<file path="config.mk">
export PLATFORM = sky130hd
export DESIGN_NAME = bp_pht_updater
export DESIGN_NICKNAME = d
export VERILOG_FILES = /design/src/rtl/bp_pht_updater.sv
export SDC_FILE = /design/constraint.sdc
export NUM_CORES = 1
export LEC_CHECK = 0
export ABC_CLOCK_PERIOD_IN_PS = 5200
export CAP_MARGIN = 20
export CORE_MARGIN = 4
export CORE_UTILIZATION = 24
export DETAILED_ROUTE_END_ITERATION = 6
export PLACE_DENSITY = 0.55
export REMOVE_ABC_BUFFERS = 1
export SYNTH_ARGS = -nofsm -noshare
export SYNTH_HDL_FRONTEND = slang
export SYNTH_SLANG_ARGS = --single-unit
</file>
<file path="constraint.sdc">
create_clock -name clk -period 5.2 [get_ports clk]
set_input_delay 0.78 -clock clk [delete_from_list [all_inputs] [get_ports clk]]
set_output_delay 0.78 -clock clk [all_outputs]
set_load 0.005 [all_outputs]
</file>
<file path="src/rtl/bp_pht_updater.sv">
// Purpose : PHT index hashing for fetch, resolved-branch buffering, and 2-bit counter write-back.
// Latency : resolve accepted in cycle N -> write visible on w_obus during N+2; f_* outputs are combinational.
// Backpressure: r_ready = !fifo_full; the FIFO drains one entry per cycle, so it stalls only when full.
//
// Ports:
//   clk, reset            - clock and synchronous active-high reset
//   f_valid/f_pc/f_is_br  - fetch slot; f_pred_state is the PHT data read at f_raddr
//   f_raddr/f_pred_taken  - PHT read index (pc ^ spec_ghr) and predicted direction
//   f_ghr_snap            - spec_ghr before this cycle's update, carried to resolve
//   r_*                   - resolved conditional branch, valid/ready handshake
//   w_obus                - {we, waddr, wdata} PHT write bus (registered)
//   arch_ghr              - committed global history
module bp_pht_updater #(
  parameter int PHT_AW     = 10,
  parameter int GHR_W      = 8,
  parameter int FIFO_DEPTH = 4
) (
  input  logic                clk,
  input  logic                reset,
  input  logic                f_valid,
  input  logic [31:0]         f_pc,
  input  logic                f_is_br,
  input  logic [1:0]          f_pred_state,
  output logic [PHT_AW-1:0]   f_raddr,
  output logic                f_pred_taken,
  output logic [GHR_W-1:0]    f_ghr_snap,
  input  logic                r_valid,
  output logic                r_ready,
  input  logic [PHT_AW-1:0]   r_idx,
  input  logic [1:0]          r_state,
  input  logic                r_taken,
  input  logic                r_mispredict,
  input  logic [GHR_W-1:0]    r_ghr_snap,
  output logic [PHT_AW+2:0]   w_obus,
  output logic [GHR_W-1:0]    arch_ghr
);

  localparam int PW = $clog2(FIFO_DEPTH);

  typedef struct packed {
    logic [PHT_AW-1:0] idx;
    logic [1:0]        state;
    logic              taken;
  } entry_t;

  entry_t            fifo_mem [FIFO_DEPTH];
  logic [PW-1:0]     rd_ptr;
  logic [PW-1:0]     wr_ptr;
  logic [PW:0]       count;
  logic [GHR_W-1:0]  spec_ghr;

  logic              w_we;
  logic [PHT_AW-1:0] w_waddr;
  logic [1:0]        w_wdata;

  logic              push;
  logic              pop;
  entry_t            head;
  logic [1:0]        base;
  logic [1:0]        next_wdata;

  // Bits of the inputs that the hash and prediction do not consume.
  logic              unused_bits;
  assign unused_bits = ^{f_pc[31:PHT_AW+2], f_pc[1:0], f_pred_state[0], r_ghr_snap[GHR_W-1]};

  // Fetch side: purely combinational from inputs and current spec_ghr.
  assign f_raddr      = f_pc[PHT_AW+1:2] ^ PHT_AW'(spec_ghr);
  assign f_pred_taken = f_pred_state[1];
  assign f_ghr_snap   = spec_ghr;

  // No push-through when full: ready ignores a pop in the same cycle.
  assign r_ready = (count != (PW+1)'(FIFO_DEPTH));
  assign push    = r_valid && r_ready;
  assign pop     = (count != '0);
  assign head    = fifo_mem[rd_ptr];
  assign w_obus  = {w_we, w_waddr, w_wdata};

  always_comb begin
    // A write to the same index issued last cycle has not reached the
    // snapshot the resolve carried, so forward the freshly written value.
    base = (w_we && (w_waddr == head.idx)) ? w_wdata : head.state;
    next_wdata = base;
    if (head.taken) begin
      if (base != 2'd3) next_wdata = base + 2'd1;
    end else begin
      if (base != 2'd0) next_wdata = base - 2'd1;
    end
  end

  // Storage needs no reset: the pointers and count define what is valid.
  always_ff @(posedge clk) begin
    if (push) fifo_mem[wr_ptr] <= '{idx: r_idx, state: r_state, taken: r_taken};
  end

  always_ff @(posedge clk) begin
    if (reset) begin
      rd_ptr   <= '0;
      wr_ptr   <= '0;
      count    <= '0;
      spec_ghr <= '0;
      arch_ghr <= '0;
      w_we     <= 1'b0;
      w_waddr  <= '0;
      w_wdata  <= '0;
    end else begin
      if (push) begin
        wr_ptr   <= wr_ptr + PW'(1);
        arch_ghr <= {arch_ghr[GHR_W-2:0], r_taken};
      end

      if (pop) begin
        rd_ptr  <= rd_ptr + PW'(1);
        w_we    <= 1'b1;
        w_waddr <= head.idx;
        w_wdata <= next_wdata;
      end else begin
        w_we    <= 1'b0;
      end

      if (push && !pop)      count <= count + (PW+1)'(1);
      else if (!push && pop) count <= count - (PW+1)'(1);

      // Recovery outranks the fetch shift; a younger fetch on the wrong path is discarded.
      if (push && r_mispredict)  spec_ghr <= {r_ghr_snap[GHR_W-2:0], r_taken};
      else if (f_valid && f_is_br) spec_ghr <= {spec_ghr[GHR_W-2:0], f_pred_taken};
    end
  end

endmodule
</file>
==> flow_summary.ini <==
[synthesis]
synth.distinct_cells = 28
yosysTopAreaCell = edfxtp_1
netlist_area_sq_um = 3670
avgSynthCellArea_sq_um = 13.0
ys_seq_elements = 90
netlist_top_cells_area = edfxtp_1 (42%), dfxtp_1 (21%), nand2_1 (5.3%)
netlist.area_leader.share = 0.425
synthCells = 282
yosys_warnings = 0
ys_seq_area_frac = 0.632

[die]
dieArea_sq_um = 17400
rows = 44
start_util = 0.249
io_pins = 102
die_y_um = 132
coreArea_sq_um = 14800
chipWidth_um = 132

[setup_path]
path_max_fanout = 14
end_kind = flop
worstPathRequired_ps = 5460
crit_arrival_ps = 3540
path_class = reg -> reg
cp-start-kind = flop

[timing]
fin_setup_tns_ps = 0
timing.hold.ws_ps = 455
maxSlewViolCount = 0
finalWorstSetupSlack_ps = 1920
setup_violations = 0
fmaxAchievable_mhz = 305
max_slew.worst_pin.slew_ps = 881
fin_crit_sh = 0.631
fin_crit_ps = 3280
rsz0062_at_grt = no
relSlewSlack = 0.412
clock_skew_ps = 8.02
finalHoldViolCount = 0

[power_and_ir_drop]
leakagePower_uw = 0.00163
pwr_density_cell_nw_per_um2 = 464
irDropWorstVdd_mv = 0.204

[drt]
route.vias.total = 2381
vias_per_cell = 4.43
drc = 0
wl_per_cell_um = 14.8
ant_nets = 0
dr.first_iter.drc_count = 132
firstDrtPassIters = 4
routed_wirelength_um = 7970

[clock_tree]
holdBufCountCts = 0
post-cts-setup-buffer-count = 0
clock_sinks = 90
numCtsBuffers = 9
cts_max_level = 3
root_buffer = clkbuf_16
cts_tree = done
clkLatencyLatePin_ps = 340
cts.clk_slew.worst_paths_ps = 60
clockBufferDepth = 2
cts_resized = 0

[finish]
mostFrequentLayoutCells = clkdlybuf4s50_1 (73), nand2_1 (52), edfxtp_1 (52)
layout_commonest_cell = clkdlybuf4s50_1
antenna_cells = 0
nets = 415
drive_gt1_frac = 0.0763
area_growth_pct = 30.7
final_cells = 538
fill_cells = 1486

[place]
numPortBuffers = 73
placed_cells = 522
gp_congestion = 0.731
dp_hpwl_um = 5420
pre_cts_ws_ps = 1870

[flow_run]
cap_violations = 0

[min_path]
hold_path.class = reg -> reg

[global_route]
gr-total-overflow = 0
grt_usage = 0.0951
grt_pass1_vias = 2565
grt_max_degree = 38
antenna_found_initial = 0
grt_first_pass_wirelength_um = 12900

[outcome]
status = complete, no violations
worst max-delay path, cell delays in order, from the launching register on:
cell and delay (ps):
dfxtp_1 900, mux4_1 690, xnor2_1 160, nand3_1 180, nor3_4 320, mux2_2 380
maj3_1 370, a211oi_2 210
registers in the layout, summed over array words and instances (netlist names), named ones only:
| register | count |
|---|---|
| w_waddr | 10 |
| fifo_mem | 52 |
| rd_ptr | 2 |
| f_ghr_snap | 8 |
| w_wdata | 2 |
| arch_ghr | 8 |
| wr_ptr | 2 |
| count | 3 |
| w_we | 1 |
power breakdown:
part | internal, uW | switching [uW]
Clock | 323 | 269
Sequential | 875 | 112
Combinational | 352 | 297
layout make-up:
class | instances | area [sq um] | area share
clock buffers | 9 | 225 | 0.0469
clock inverters | 7 | 43.8 | 0.00911
inverters | 4 | 15.0 | 0.00312
multi-input cells | 170 | 1230 | 0.256
flip-flops and latches | 90 | 2320 | 0.483
well taps | 184 | 230 | 0.0479
repair buffers | 74 | 738 | 0.154
per-layer routing:
metal / track usage / wire [um] / share of wire
met5: 0 / 0 / 0
met4: 0.0344 / 121 / 0.015
met2: 0.160 / 3800 / 0.48
met1: 0.105 / 3460 / 0.43
met3: 0.0458 / 587 / 0.074
logic make-up after synthesis:
group,count (synthesis),share of synthesized area
fa+ha+maj,7,0.0225
compound gates,34,0.0586
simple gates,88,0.102
flops,90,0.632
xor+xnor,24,0.0572
buf+inv,22,0.0334
mux,17,0.0940
cells in the mapped netlist, drive strengths merged:
cell type  instances
o21ai              3
a311oi             8
mux4              12
a211oi             2
and3               4
nand3              9
clkbuf             8
dfxtp             38
mux2               2
maj3               2
or3                3
buf               10
nand2             52
edfxtp            52
ha                 5
xnor2             13
a21oi             21
nand4              2
nor3               1
nor2              17
inv                4
mux2i              3
xor2              11
metrics by stage:
step | power [uW] | util | instance area [sq um]
2_1_floorplan | 1370 | - | 3570
3_3_place_gp | 1640 | 0.307 | 4540
3_5_place_dp | 1660 | 0.307 | 4540
4_1_cts | 2260 | 0.326 | 4800
5_1_grt | 2360 | 0.326 | 4800
6_report | 2230 | 0.326 | 4800
path summary, 6_finish.rpt:
check                            startpoint     endpoint  slack (ps)  depth (start not counted)
worst max register to register         flop   w_wdata[0]        1920                          7
worst min register to register  arch_ghr[7]  arch_ghr[7]         450                          2
worst max-delay path                   flop   w_wdata[0]        1920                          7
worst min-delay path            arch_ghr[7]  arch_ghr[7]         450                          2
No activity file was read; power rests on OpenSTA's default activity.
